===== src/rtl/spi_param_master_if.sv =====
// Host-side request/acknowledge bus of spi_param_master.
// The master modport is the requester side; the slave modport is the SPI master block.
interface spi_param_master_if;
  logic        wr_req;
  logic [2:0]  wr_addr;
  logic [7:0]  wr_data;
  logic        wr_ack;
  logic        rd_req;
  logic        rd_ack;
  logic        rd_valid;
  logic [63:0] rd_data;
  logic        busy;

  modport master (
    output wr_req, wr_addr, wr_data, rd_req,
    input  wr_ack, rd_ack, rd_valid, rd_data, busy
  );

  modport slave (
    input  wr_req, wr_addr, wr_data, rd_req,
    output wr_ack, rd_ack, rd_valid, rd_data, busy
  );
endinterface


===== src/rtl/spi_param_master.sv =====
// SPI master (CPOL=0, CPHA=0) that writes single registers of the 8-register parameter
// slave or reads all eight back, round-robin arbitrating between the two requesters.
module spi_param_master #(
  parameter int CLK_DIV = 4,
  parameter int CS_GAP  = 8
) (
  input  logic              clk,
  input  logic              rst_n,
  spi_param_master_if.slave host,
  output logic              sclk,
  output logic              cs_n,
  output logic              mosi,
  input  logic              miso
);
  localparam int MAXC = (CLK_DIV > CS_GAP) ? CLK_DIV : CS_GAP;
  localparam int CW   = $clog2(MAXC + 1);
  localparam logic [CW-1:0] CNT_ZERO = CW'(1'b0);
  localparam logic [CW-1:0] CNT_ONE  = CW'(1'b1);
  localparam logic [CW-1:0] DIV_LAST = CW'(CLK_DIV - 1);
  localparam logic [CW-1:0] GAP_LAST = CW'(CS_GAP - 1);

  typedef enum logic [2:0] {
    ST_IDLE  = 3'd0,
    ST_SETUP = 3'd1,
    ST_SHIFT = 3'd2,
    ST_HOLD  = 3'd3,
    ST_GAP   = 3'd4
  } state_t;

  state_t        state_r;
  logic [CW-1:0] cnt_r;
  logic [6:0]    bit_r;
  logic [6:0]    last_bit_r;
  logic [94:0]   tx_r;
  logic [63:0]   cap_r;
  logic [63:0]   rd_data_r;
  logic          is_rd_r;
  logic          last_rd_r;
  logic          sclk_r;
  logic          cs_n_r;
  logic          mosi_r;
  logic          busy_r;
  logic          wr_ack_r;
  logic          rd_ack_r;
  logic          rd_valid_r;

  logic          grant_wr_s;
  logic          grant_rd_s;
  logic          div_end_s;
  logic          gap_end_s;
  logic [95:0]   frame_s;

  // Bytes arrive MSB first starting with regs[0]; the output image keeps regs[i] at byte i.
  function automatic logic [63:0] byte_rev(input logic [63:0] v);
    logic [63:0] r;
    r = 64'd0;
    for (int i = 0; i < 8; i++) begin
      r[8*i +: 8] = v[8*(7-i) +: 8];
    end
    return r;
  endfunction

  // Round-robin grant decision and the frame image for whichever side wins.
  always_comb begin
    grant_wr_s = 1'b0;
    grant_rd_s = 1'b0;
    if (host.wr_req && (!host.rd_req || last_rd_r)) begin
      grant_wr_s = 1'b1;
    end else if (host.rd_req) begin
      grant_rd_s = 1'b1;
    end else begin
      grant_wr_s = 1'b0;
      grant_rd_s = 1'b0;
    end
    if (grant_rd_s) begin
      frame_s = {8'h7E, 8'h7E, 8'h88, 8'h00, 64'd0};
    end else begin
      frame_s = {8'h7E, 8'h7E, 5'd0, host.wr_addr, host.wr_data, 64'd0};
    end
    div_end_s = (cnt_r == DIV_LAST);
    gap_end_s = (cnt_r == GAP_LAST);
  end

  // Frame sequencer: every pin and handshake output comes straight from a register.
  always_ff @(posedge clk or negedge rst_n) begin
    if (!rst_n) begin
      state_r    <= ST_IDLE;
      cnt_r      <= CNT_ZERO;
      bit_r      <= 7'd0;
      last_bit_r <= 7'd0;
      tx_r       <= 95'd0;
      cap_r      <= 64'd0;
      rd_data_r  <= 64'd0;
      is_rd_r    <= 1'b0;
      last_rd_r  <= 1'b1;
      sclk_r     <= 1'b0;
      cs_n_r     <= 1'b1;
      mosi_r     <= 1'b0;
      busy_r     <= 1'b0;
      wr_ack_r   <= 1'b0;
      rd_ack_r   <= 1'b0;
      rd_valid_r <= 1'b0;
    end else begin
      wr_ack_r   <= 1'b0;
      rd_ack_r   <= 1'b0;
      rd_valid_r <= 1'b0;
      case (state_r)
        ST_IDLE: begin
          cnt_r <= CNT_ZERO;
          if (grant_wr_s || grant_rd_s) begin
            state_r    <= ST_SETUP;
            busy_r     <= 1'b1;
            cs_n_r     <= 1'b0;
            bit_r      <= 7'd0;
            is_rd_r    <= grant_rd_s;
            last_rd_r  <= grant_rd_s;
            wr_ack_r   <= grant_wr_s;
            rd_ack_r   <= grant_rd_s;
            last_bit_r <= grant_rd_s ? 7'd95 : 7'd31;
            mosi_r     <= frame_s[95];
            tx_r       <= frame_s[94:0];
          end
        end
        ST_SETUP: begin
          if (div_end_s) begin
            cnt_r   <= CNT_ZERO;
            sclk_r  <= 1'b1;
            state_r <= ST_SHIFT;
          end else begin
            cnt_r <= cnt_r + CNT_ONE;
          end
        end
        ST_SHIFT: begin
          if (!div_end_s) begin
            cnt_r <= cnt_r + CNT_ONE;
          end else begin
            cnt_r <= CNT_ZERO;
            if (sclk_r) begin
              sclk_r <= 1'b0;
              mosi_r <= (bit_r == last_bit_r) ? 1'b0 : tx_r[94];
              tx_r   <= {tx_r[93:0], 1'b0};
            end else if (bit_r == last_bit_r) begin
              state_r <= ST_HOLD;
            end else begin
              sclk_r <= 1'b1;
              bit_r  <= bit_r + 7'd1;
              // Rising edge of bit bit_r+1; bits 32..95 carry the register image.
              if (is_rd_r && (bit_r >= 7'd31)) begin
                cap_r <= {cap_r[62:0], miso};
              end
            end
          end
        end
        ST_HOLD: begin
          if (div_end_s) begin
            cnt_r   <= CNT_ZERO;
            cs_n_r  <= 1'b1;
            state_r <= ST_GAP;
            if (is_rd_r) begin
              rd_data_r  <= byte_rev(cap_r);
              rd_valid_r <= 1'b1;
            end
          end else begin
            cnt_r <= cnt_r + CNT_ONE;
          end
        end
        ST_GAP: begin
          if (gap_end_s) begin
            cnt_r   <= CNT_ZERO;
            busy_r  <= 1'b0;
            state_r <= ST_IDLE;
          end else begin
            cnt_r <= cnt_r + CNT_ONE;
          end
        end
        default: begin
          state_r <= ST_IDLE;
          cnt_r   <= CNT_ZERO;
          sclk_r  <= 1'b0;
          cs_n_r  <= 1'b1;
          mosi_r  <= 1'b0;
          busy_r  <= 1'b0;
        end
      endcase
    end
  end

  assign host.wr_ack   = wr_ack_r;
  assign host.rd_ack   = rd_ack_r;
  assign host.rd_valid = rd_valid_r;
  assign host.rd_data  = rd_data_r;
  assign host.busy     = busy_r;
  assign sclk          = sclk_r;
  assign cs_n          = cs_n_r;
  assign mosi          = mosi_r;
endmodule


===== src/flat_wrapper.sv =====
// flat-port wrapper written by rule: the top's interface ports become plain ports
module spi_param_master_flat 
#(
  parameter int CLK_DIV = 4,
  parameter int CS_GAP  = 8
)
  (clk, rst_n, sclk, cs_n, mosi, miso, host_wr_req, host_wr_addr, host_wr_data, host_rd_req, host_wr_ack, host_rd_ack, host_rd_valid, host_rd_data, host_busy);
  spi_param_master_if host_i ();
  input  logic clk;
  input  logic rst_n;
  output logic sclk;
  output logic cs_n;
  output logic mosi;
  input  logic miso;
  input wire logic [$bits(host_i.wr_req)-1:0] host_wr_req;
  input wire logic [$bits(host_i.wr_addr)-1:0] host_wr_addr;
  input wire logic [$bits(host_i.wr_data)-1:0] host_wr_data;
  input wire logic [$bits(host_i.rd_req)-1:0] host_rd_req;
  output wire logic [$bits(host_i.wr_ack)-1:0] host_wr_ack;
  output wire logic [$bits(host_i.rd_ack)-1:0] host_rd_ack;
  output wire logic [$bits(host_i.rd_valid)-1:0] host_rd_valid;
  output wire logic [$bits(host_i.rd_data)-1:0] host_rd_data;
  output wire logic [$bits(host_i.busy)-1:0] host_busy;
  assign host_i.wr_req = host_wr_req;
  assign host_i.wr_addr = host_wr_addr;
  assign host_i.wr_data = host_wr_data;
  assign host_i.rd_req = host_rd_req;
  assign host_wr_ack = host_i.wr_ack;
  assign host_rd_ack = host_i.rd_ack;
  assign host_rd_valid = host_i.rd_valid;
  assign host_rd_data = host_i.rd_data;
  assign host_busy = host_i.busy;
  spi_param_master #(.CLK_DIV(CLK_DIV), .CS_GAP(CS_GAP)) u_core (.clk(clk), .rst_n(rst_n), .host(host_i), .sclk(sclk), .cs_n(cs_n), .mosi(mosi), .miso(miso));
endmodule

===== config.mk =====
export PLATFORM = sky130hd
export DESIGN_NAME = spi_param_master_flat
export DESIGN_NICKNAME = d
export VERILOG_FILES = /design/src/rtl/spi_param_master_if.sv /design/src/rtl/spi_param_master.sv /design/src/flat_wrapper.sv
export SDC_FILE = /design/constraint.sdc
export NUM_CORES = 1
export LEC_CHECK = 0
export BUFFER_PORTS_ARGS = -buffer_cell sky130_fd_sc_hd__buf_4
export CAP_MARGIN = 20
export CORE_UTILIZATION = 55
export DETAILED_ROUTE_END_ITERATION = 8
export GPL_ROUTABILITY_DRIVEN = 0
export GPL_TIMING_DRIVEN = 0
export PLACE_DENSITY_LB_ADDON = 0.25
export SLEW_MARGIN = 20
export SYNTH_ARGS = -nofsm -noshare
export SYNTH_HDL_FRONTEND = slang
export SYNTH_SLANG_ARGS = --single-unit

===== constraint.sdc =====
create_clock -name clk -period 3 [get_ports clk]
set_input_delay 0.6 -clock clk [delete_from_list [all_inputs] [get_ports clk]]
set_output_delay 0.6 -clock clk [all_outputs]
set_load 0.005 [all_outputs]

==> run_results.csv, run 1 <==
group,metric,value,unit
floorplan,rows,42,
synthesis,synth_area,7410,µm²
worst_setup_path,cp.required,3.30,ns
worst_setup_path,cp_data_arrival_time,2.93,ns
floorplan,core,13200,µm²
grt,grtUsageMet3,0.0426,
final_layout,design_area,8970,µm²
timing,tightest_slew,0.956,ns
detailed_routing,vias,4681,
clocking,ctsHoldBuffers,0,
synthesis,synth_area_leaders,"dfrtp_1, mux2_2, nor2_1, a21oi_1, nand2_1",
final_layout,layout-drive-gt1-share,0.405,
synthesis,synth.top_cell.area_share,0.611,
grt,gr-total-overflow,0,
synthesis,async_reset_ff_frac,1.00,
clocking,clock_latency,0.42,ns
power_and_ir_drop,leakagePower,4.50,nW
grt,gr-usage-all-layers,0.215,
grt,grt_max_degree,87,
synthesis,synth_top_cell_by_area,"dfrtp_1",
clocking,postCtsSetupBuffers,0,
timing,tns,0,ns
synthesis,yosysSeqAreaShare,0.618,
synthesis,synth_edf_count,0,
timing,rsz0062_at_grt,"false",
timing,finalSetupViolCount,0,
timing,min_period,2.63,ns
worst_setup_path,critPathKind,"reg2reg",
worst_setup_path,cp_max_fo,10,
timing,maxSlewHeadroom,0.355,
synthesis,yosys.cell_count.top_type,"dfrtp_1",
floorplan,die_h,118,µm
floorplan,ios,87,
power_and_ir_drop,powerDensity,712,nW/µm²
detailed_routing,via_per_inst,5.49,
clocking,cts_max_path_buffers,2,
detailed_routing,drc,0,
clocking,cts_buffers,17,
worst_setup_path,startpoint_type,"flip-flop",
clocking,clockRootBuffer,"clkbuf_16",
clocking,cts_resized,0,
detailed_routing,ant_nets,0,
worst_setup_path,worst_setup_path_end_kind,"flip-flop",
synthesis,ys_warn_count,0,
grt,grt_pass1_vias,4833,
detailed_routing,wl_per_cell,16.0,µm
power_and_ir_drop,peakVddDrop,0.000528,V
final_layout,nets,682,
hold_path,hold_path_class,"in2async",
worst_setup_path,r2r_start,"u_core.cnt_r[0]",
synthesis,synth_fp_nets,576,
synthesis,synthFlopType,"dfrtp_1",
synthesis,synth_area_per_cell,13.3,µm²
timing,fmax,381,MHz
synthesis,ys_top_cells_by_count,"dfrtp_1, mux2_2, nor2_1",
placed_design,io_buffer_count,85,
synthesis,ys_ff_latch,183,
timing,skew,0.00661,ns
timing,finalCritPeriodShare,0.875,
floorplan,fp.dieW,118,µm
run,maxCapViolations,0,
timing,hold_viol,0,
detailed_routing,routed_wirelength,13600,µm
clocking,h-tree-depth,4,
final_layout,diodes,0,
grt,antenna_found_initial,0,
synthesis,netlist_instances,558,
worst_setup_path,reg2regPathDepth,6,
synthesis,ys_types,46,
detailed_routing,drtIter0Drc,271,
timing,finalMaxSlewViolations,0,
placed_design,post-place-cells,821,
placed_design,hpwl,9340,µm
run_status,status,"completed",
placed_design,dpl_cell_area,8330,µm²
worst_setup_path,reg2reg_slack,0.37,ns
grt,top_usage_layer,"met2",
grt,grt_first_pass_wirelength,23900,µm
clocking,clock-sinks,183,
final_layout,area_delta_synth_final,21.0,%
detailed_routing,dr.pass1.iters,4,
final_layout,fin_cells,853,
worst_setup_path,r2r-end,"u_core.cap_r[56]",
clocking,tritoncts,"done",
clocking,clkSlewWorstSetupHoldPaths,0.06,ns
floorplan,start_util,0.562,
grt,grt.met1_usage,0.284,
floorplan,dieArea,13900,µm²
grt,gr-usage-met2,0.352,
final_layout,num-fill-cells,1001,
## cells by family (layout without fill, tap and decap cells)
group | Yosys count | after routing | share of synthesized area
xor gates and xnor gates | 5 | 5 | 0.00591
muxes | 130 | 130 | 0.197
DFF | 183 | 183 | 0.618
buffers and inverters | 53 | 172 | 0.0353
AOI/OAI and AO/OA | 80 | 80 | 0.0702
and+or+nand+nor | 105 | 105 | 0.0697
adders and majority gates | 2 | 2 | 0.00338
## registers in the layout (all words and copies together) (netlist names), 3 cells and up
register             flops
u_core.bit_r             7
u_core.cap_r            64
u_core.cnt_r             4
u_core.host.rd_data     64
u_core.state_r           3
u_core.tx_r             31
## metrics by stage
stage / utilization / hold WS [ns] / power [mW] / setup WS (ns)
global route: 0.680 / 0.0252 / 6.71 / 0.125
floorplan: - / 0.304 / 3.70 / 0.889
finish: 0.680 / 0.0307 / 6.38 / 0.375
CTS: 0.680 / 0.0185 / 6.43 / 0.348
detailed placement: 0.632 / 0.455 / 4.09 / 0.375
global placement: 0.627 / 0.449 / 4.01 / 0.285
## critical path: stages, from the launching register on
cell and delay [ns]:
dfrtp_1 0.38, ha_1 0.22, nor3b_1 0.46, nand4_1 0.24, nor3_4 0.55, buf_4 0.30, mux2_2 0.35
## routing by layer
layer / vias up / wire, µm / part of all wire
met1: 2369 / 6140 / 0.45
li1: 2188 / - / -
met4: 0 / 206 / 0.015
met5: - / 0 / 0
met2: 108 / 6830 / 0.50
met3: 16 / 456 / 0.033
## cell type report
class,instances,area [µm²],share of cell area
plain buffers,30,175,0.0195
clock buffers,23,498,0.0555
clock inverters,9,138,0.0153
inverters,23,86.3,0.00963
multi-input cells,322,2570,0.286
flip-flops and latches,183,4580,0.511
well taps,176,220,0.0246
repair buffers,87,701,0.0781
## how the worst max path moves through the flow
stage	start	slack, ns	endpoint
CTS	u_core.cnt_r[0]	0.35	u_core.cap_r[53]
finish	u_core.cnt_r[0]	0.37	u_core.cap_r[56]
global placement	rst_n	0.28	u_core.host.rd_data[41]
detailed placement	u_core.cnt_r[0]	0.38	u_core.cap_r[59]
floorplan	u_core.cnt_r[0]	0.89	u_core.cap_r[53]
global route	u_core.cnt_r[0]	0.12	u_core.cap_r[59]
## power breakdown
group          leakage (nW)  total [mW]  internal (mW)  switching [mW]
Sequential             2.43        2.87           2.72           0.157
Clock                 0.310        2.33           1.43           0.898
Combinational          1.76        1.18          0.430           0.750
## cell usage in the layout, fill, tap and decap left out, types with 4 or more instances in the layout
master and instances:
o22ai_1 4, clkbuf_1 10, buf_6 5, clkbuf_16 17
mux2_1 5, nor3_1 5, a31oi_1 13, mux2_2 124
nor2_1 38, buf_2 14, inv_1 23, clkbuf_8 5
buf_4 86, o21ai_0 15, a22oi_1 11, nand3_1 12
nand4_1 4, a21oi_1 22, nand2_1 26, dfrtp_1 181
Note: power is estimated with default switching activity, not from simulation.
==> run 2: changes to the inputs <==
--- a/config.mk
+++ b/config.mk
@@ -5,13 +5,14 @@
 export SDC_FILE = /design/constraint.sdc
 export NUM_CORES = 1
 export LEC_CHECK = 0
+export ABC_AREA = 1
 export BUFFER_PORTS_ARGS = -buffer_cell sky130_fd_sc_hd__buf_4
 export CAP_MARGIN = 20
 export CORE_UTILIZATION = 55
 export DETAILED_ROUTE_END_ITERATION = 8
 export GPL_ROUTABILITY_DRIVEN = 0
 export GPL_TIMING_DRIVEN = 0
-export PLACE_DENSITY_LB_ADDON = 0.25
+export PLACE_DENSITY = 0.72
 export SLEW_MARGIN = 20
 export SYNTH_ARGS = -nofsm -noshare
 export SYNTH_HDL_FRONTEND = slang
==> run 2 against run 1 <==
Effect of this change: clock-buffer cell count fell by 3; non-clock buffer count rose by 16; worst hold slack improved by 0.018 ns; synthesized cell count rose by 58%; die area rose by 7.6%; maximum frequency rose by 38%; clock power barely moved; via count rose by 28%; global-route usage rose by 2.3 points; power rose by 38%; first-iteration DRC count rose by 65%; flip-flop and latch count did not move; largest cell class unchanged.
==> run_results.csv, run 2 <==
group,metric,value,unit
worst_setup_path,cp_data_arrival_time,2.26,ns
power_and_ir_drop,power_switching,2.96,mW
floorplan,die_h,123,µm
worst_setup_path,cp_slowest_stage_delay,0.37,ns
floorplan,start_util,0.569,
power_and_ir_drop,finalPower,8.80,mW
synthesis,synth_fp_nets,901,
timing,tightest_slew,0.468,ns
worst_setup_path,cp.required,3.36,ns
worst_setup_path,cp_max_fo,10,
synthesis,synth_area,7990,µm²
power_and_ir_drop,power.share.sequential,0.405,
timing,skew,0.00747,ns
timing,min_period,1.90,ns
timing,finalCritPeriodShare,0.632,
clocking,clock-sinks,183,
worst_setup_path,startpoint_type,"flip-flop",
power_and_ir_drop,power.clock.fraction,0.268,
detailed_routing,drc,0,
synthesis,netlist_instances,883,
grt,grt_max_degree,75,
final_layout,final_cell_mix,"nand2_1, dfrtp_1, inv_1, nor2_1, buf_4",
detailed_routing,via_per_inst,5.07,
power_and_ir_drop,powerDensity,922,nW/µm²
timing,maxSlewHeadroom,0.688,
synthesis,synth_area_per_cell,9.05,µm²
synthesis,async_reset_ff_frac,1.00,
placed_design,hpwl,11000,µm
floorplan,rows,43,
clocking,tritoncts,"done",
synthesis,yosys.cell_count.top_type,"nand2_1",
grt,grt_first_pass_wirelength,27500,µm
clocking,ctsHoldBuffers,0,
timing,worst_slack,1.10,ns
final_layout,nets,1008,
worst_setup_path,worst_setup_path_end_kind,"flip-flop",
synthesis,ys_warn_count,0,
clocking,cts_max_path_buffers,2,
final_layout,diodes,0,
grt,grt_pass1_vias,5774,
clocking,clockRootBuffer,"clkbuf_16",
synthesis,synth_edf_count,0,
power_and_ir_drop,peakVddDrop,0.000724,V
final_layout,layout-drive-gt1-share,0.184,
grt,antenna_found_initial,0,
timing,fmax,527,MHz
power_and_ir_drop,netSwitchingFraction,0.336,
clocking,cts_buffers,17,
timing,finalMaxSlewViolations,0,
grt,gr-total-overflow,0,
clocking,postCtsSetupBuffers,0,
synthesis,synth_area_leaders,"dfrtp_1, nand2_1, o21bai_1, a21oi_1, inv_1",
synthesis,synth_top_cell_by_area,"dfrtp_1",
detailed_routing,routed_wirelength,16200,µm
power_and_ir_drop,intPower,5.85,mW
floorplan,dieArea,15000,µm²
hold_path,hold_path_class,"in2async",
grt,gr-usage-all-layers,0.238,
run,maxCapViolations,0,
detailed_routing,wl_per_cell,13.7,µm
detailed_routing,dr.pass1.iters,5,
detailed_routing,vias,5993,
floorplan,ios,87,
synthesis,yosysSeqAreaShare,0.574,
worst_setup_path,crit_path_frequent_cell,"nand2_1",
floorplan,fp.dieW,123,µm
power_and_ir_drop,comb_power_share,0.327,
timing,finalSetupViolCount,0,
power_and_ir_drop,leakagePower,4.86,nW
run_status,status,"completed",
synthesis,synthFlopType,"dfrtp_1",
placed_design,dpl_cell_area,8920,µm²
synthesis,ys_top_cells_by_count,"nand2_1, dfrtp_1, inv_1, nor2_1, a21oi_1",
placed_design,place_ws,0.997,ns
clocking,clock_latency,0.43,ns
placed_design,io_buffer_count,86,
floorplan,core,14000,µm²
timing,rsz0062_at_grt,"false",
clocking,clkSlewWorstSetupHoldPaths,0.07,ns
detailed_routing,drtIter0Drc,446,
timing,tns,0,ns
worst_setup_path,crit_chain,"ha_1 > nand4_1 > o21bai_2 > nor2_8 > buf_2 > nand2_1 > nand2_1",
final_layout,area_delta_synth_final,19.5,%
detailed_routing,ant_nets,0,
synthesis,synth.top_cell.area_share,0.567,
worst_setup_path,critPathKind,"reg2reg",
worst_setup_path,critical-path-slowest-cell,"dfrtp_1",
clocking,cts_resized,0,
final_layout,layout_commonest_cell,"nand2_1",
clocking,h-tree-depth,4,
timing,hold_viol,0,
synthesis,ys_ff_latch,183,
final_layout,design_area,9540,µm²
synthesis,ys_types,32,
[run 2: cell count changes in the layout (fill, tap and decap cells not counted), moves of 48 or more]
cell,before,now
a21oi_1,22,70
inv_1,23,92
o21bai_1,0,64
nand2_1,26,232
mux2_2,124,0
nor2_1,38,92
[run 2: area by class of cell]
| cell class | count | area (µm²) |
|---|---|---|
| inverter | 98 | 368 |
| clock inverter | 12 | 175 |
| fill | 1162 | 4500 |
| buffer | 45 | 353 |
| tap | 180 | 225 |
| sequential | 183 | 4580 |
| timing repair buffer | 88 | 708 |
| multi-input combinational | 557 | 2690 |
| clock buffer | 20 | 447 |
[run 2: cells by family (layout without fill, tap and decap cells)]
group,count (synthesis),in the layout,share of synthesized area
fa+ha+maj,2,2,0.00313
xor+xnor,3,3,0.00329
flops,183,183,0.574
buf+inv,143,263,0.0902
simple gates,363,363,0.188
compound gates,189,189,0.142
[run 2: routing by layer]
layer  vias to the layer above  track usage  wire (µm)  share of wire
li1                       3008            -          -              -
met1                      2873        0.329       7680           0.47
met2                        96        0.379       7870           0.48
met3                        16       0.0460        479          0.030
met4                         0       0.0755        203          0.013
met5                         -            0          0              0
[run 2: per-stage QoR]
step                      utilization  hold WS (ns)  cells
after floorplan                     -         0.304    883
after global placement          0.631         0.452   1149
after detailed placement        0.635         0.456   1151
after CTS                       0.680        0.0507   1183
after global routing            0.680        0.0646   1183
final                           0.680        0.0487   1183
[run 2: worst paths after layout]
kind,start,to,slack (ns),cells after the start
max in group asynchronous,rst_n,u_core.cap_r[10],2.29,2
min in group clk,host_wr_data[0],u_core.tx_r[64],0.38,3
hold / removal,rst_n,u_core.host.rd_data[11],0.05,1
setup reg to reg,u_core.cnt_r[0],u_core.cap_r[56],1.10,7
setup / recovery,u_core.cnt_r[0],u_core.cap_r[56],1.10,7
hold reg to reg,u_core.cnt_r[0],u_core.cnt_r[0],0.46,1
[run 2: power by group through the flow]
stage / clock, mW / combinational, mW / sequential [mW]
floorplan: 0 / 1.71 / 3.56
global placement: 0 / 2.84 / 3.60
detailed placement: 0 / 2.91 / 3.61
CTS: 2.40 / 2.93 / 3.57
global route: 2.51 / 3.28 / 3.65
finish: 2.36 / 2.88 / 3.57
[run 2: critical path, delay by kind of cell (launching register included)]
family                     cells  cell delay [ns]
AOI/OAI and AO/OA              1             0.33
adders and majority gates      1             0.24
buffers and inverters          1             0.25
DFF                            1             0.37
and+or+nand+nor                4             0.63
==> run 3: changes to the inputs <==
==> constraint.sdc (replaced) <==
create_clock -name clk -period 1.76 [get_ports clk]
set_input_delay 0.352 -clock clk [delete_from_list [all_inputs] [get_ports clk]]
set_output_delay 0.352 -clock clk [all_outputs]
set_load 0.005 [all_outputs]
==> run 3 against run 2 <==
Effect of this change: worst hold slack better by 0.083 ns; clock-buffer cell count stayed put; maximum frequency is 9.1% higher; design area is 2.0% higher; critical path depth is 1 higher; register-to-register slack worse by 1.1 ns.
==> run_results.csv, run 3 (synthesized netlist as in run 2, its figures left out) <==
group,metric,value,unit
grt,grt_max_degree,75,
worst_setup_path,critPathKind,"reg2reg",
power_and_ir_drop,leakagePower,4.92,nW
run,maxCapViolations,0,
final_layout,nets,1021,
worst_setup_path,cp_max_fo,10,
clocking,clock-sinks,183,
power_and_ir_drop,power.share.sequential,0.399,
clocking,clock_latency,0.43,ns
power_and_ir_drop,powerDensity,1570,nW/µm²
timing,tns,0,ns
timing,fmax,575,MHz
detailed_routing,drc,0,
power_and_ir_drop,intPower,10.1,mW
clocking,clockRootBuffer,"clkbuf_16",
clocking,tritoncts,"done",
placed_design,io_buffer_count,86,
final_layout,seq_area,4590,µm²
detailed_routing,via_per_inst,5.08,
final_layout,multi_input_area,2740,µm²
power_and_ir_drop,power_switching,5.15,mW
placed_design,hpwl,11000,µm
power_and_ir_drop,power.clock.fraction,0.265,
worst_setup_path,cp_slowest_stage_delay,0.43,ns
clocking,cts_buffers,17,
final_layout,num-fill-cells,1135,
grt,grt_first_pass_wirelength,27600,µm
timing,tightest_slew,0.471,ns
power_and_ir_drop,comb_power_share,0.336,
timing,finalCritPeriodShare,0.988,
final_layout,layout_commonest_cell,"nand2_1",
detailed_routing,dr.pass1.iters,5,
grt,grt_pass1_vias,5795,
detailed_routing,routed_wirelength,16700,µm
worst_setup_path,worst_setup_path_end_kind,"flip-flop",
floorplan,die_h,123,µm
timing,finalMaxSlewViolations,0,
hold_path,hold_path_class,"in2reg",
placed_design,place_ws,-0.109,ns
detailed_routing,wl_per_cell,13.9,µm
floorplan,core,14000,µm²
final_layout,layout-drive-gt1-share,0.205,
floorplan,ios,87,
timing,finalSetupViolCount,0,
detailed_routing,vias,6072,
final_layout,diodes,0,
timing,worst_slack,0.0208,ns
clocking,clkSlewWorstSetupHoldPaths,0.07,ns
floorplan,dieArea,15000,µm²
power_and_ir_drop,netSwitchingFraction,0.337,
worst_setup_path,cp_data_arrival_time,2.05,ns
worst_setup_path,critical-path-slowest-cell,"dfrtp_1",
floorplan,rows,43,
timing,maxSlewHeadroom,0.686,
worst_setup_path,crit_chain,"ha_2 > nand3_4 > o21ai_2 > o21bai_4 > buf_8 > buf_6 > o21bai_1 > nand2_1",
power_and_ir_drop,peakVddDrop,0.00124,V
run_status,status,"completed",
grt,gr-usage-all-layers,0.238,
detailed_routing,drtIter0Drc,428,
timing,rsz0062_at_grt,"true",
detailed_routing,ant_nets,0,
floorplan,start_util,0.569,
worst_setup_path,cp.required,2.07,ns
power_and_ir_drop,finalPower,15.3,mW
floorplan,fp.dieW,123,µm
timing,min_period,1.74,ns
final_layout,final_cell_mix,"nand2_1, dfrtp_1, buf_4",
clocking,cts_max_path_buffers,2,
final_layout,area_delta_synth_final,21.8,%
worst_setup_path,startpoint_type,"flip-flop",
grt,antenna_found_initial,0,
grt,gr-total-overflow,0,
timing,skew,0.00812,ns
clocking,h-tree-depth,4,
worst_setup_path,reg2reg_slack,0.02,ns
timing,hold_viol,0,
==> run 3: cell count changes in the layout (fill, tap and decap cells not counted), sizes merged <==
| cell | delta |
|---|---|
| dlygate4sd3 | +1 |
| buf | +7 |
| clkbuf | +5 |
==> run 3: through the flow <==
step | area, µm² | instances | hold slack [ns] | util
floorplan | 7990 | 883 | 0.0564 | -
global placement | 8860 | 1149 | 0.452 | 0.631
detailed placement | 8920 | 1151 | 0.260 | 0.635
CTS | 9610 | 1188 | 0.123 | 0.684
global route | 9730 | 1196 | 0.148 | 0.693
finish | 9730 | 1196 | 0.132 | 0.693
==> run 3: worst paths after layout <==
path                                  from                       to  depth (start not counted)
min reg2reg                u_core.cap_r[9]         u_core.cap_r[10]                          2
min in group asynchronous            rst_n  u_core.host.rd_data[11]                          2
min                                   miso          u_core.cap_r[0]                          3
max reg2reg                u_core.bit_r[1]         u_core.cap_r[45]                          8
max                        u_core.bit_r[1]         u_core.cap_r[45]                          8
max in group asynchronous            rst_n          u_core.bit_r[2]                          3
==> run 3: critical path, delay by kind of cell (launching register included) <==
kind	cells	cell delay, ns
AO/OA/AOI/OAI	3	0.46
adder cells (fa/ha/maj)	1	0.25
buffers and inverters	2	0.31
flip-flops	1	0.43
AND/OR/NAND/NOR	2	0.17
==> run 3: repair_timing <==
item	4_1_cts	5_1_grt
hold endpoints to repair	37	0
gates resized for setup	6	21
endpoints found under the setup margin	76	152
pin swaps	2	17
buffers inserted	4	9
hold buffers	1	0
==> run 3: routing by layer <==
layer	GRT usage	routed length, µm	up-vias
li1	-	-	3031
met1	0.329	7850	2915
met2	0.381	8060	108
met3	0.0460	545	18
met4	0.0755	219	0
met5	0	0	-
==> run 3: final cells by class <==
type | instances | share of cell area
clock inverter | 12 | 0.0180
buffer | 44 | 0.0383
tap | 180 | 0.0231
timing repair buffer | 102 | 0.0838
inverter | 98 | 0.0383
sequential | 183 | 0.471
clock buffer | 20 | 0.0459
multi-input combinational | 557 | 0.281
==> run 3: power groups by stage <==
stage	logic, mW	clock network [mW]	registers, mW
after floorplan	2.92	0	6.07
after global placement	4.84	0	6.13
after detailed placement	4.95	0	6.16
after CTS	5.07	4.08	6.09
after global routing	5.82	4.28	6.23
final	5.14	4.04	6.10
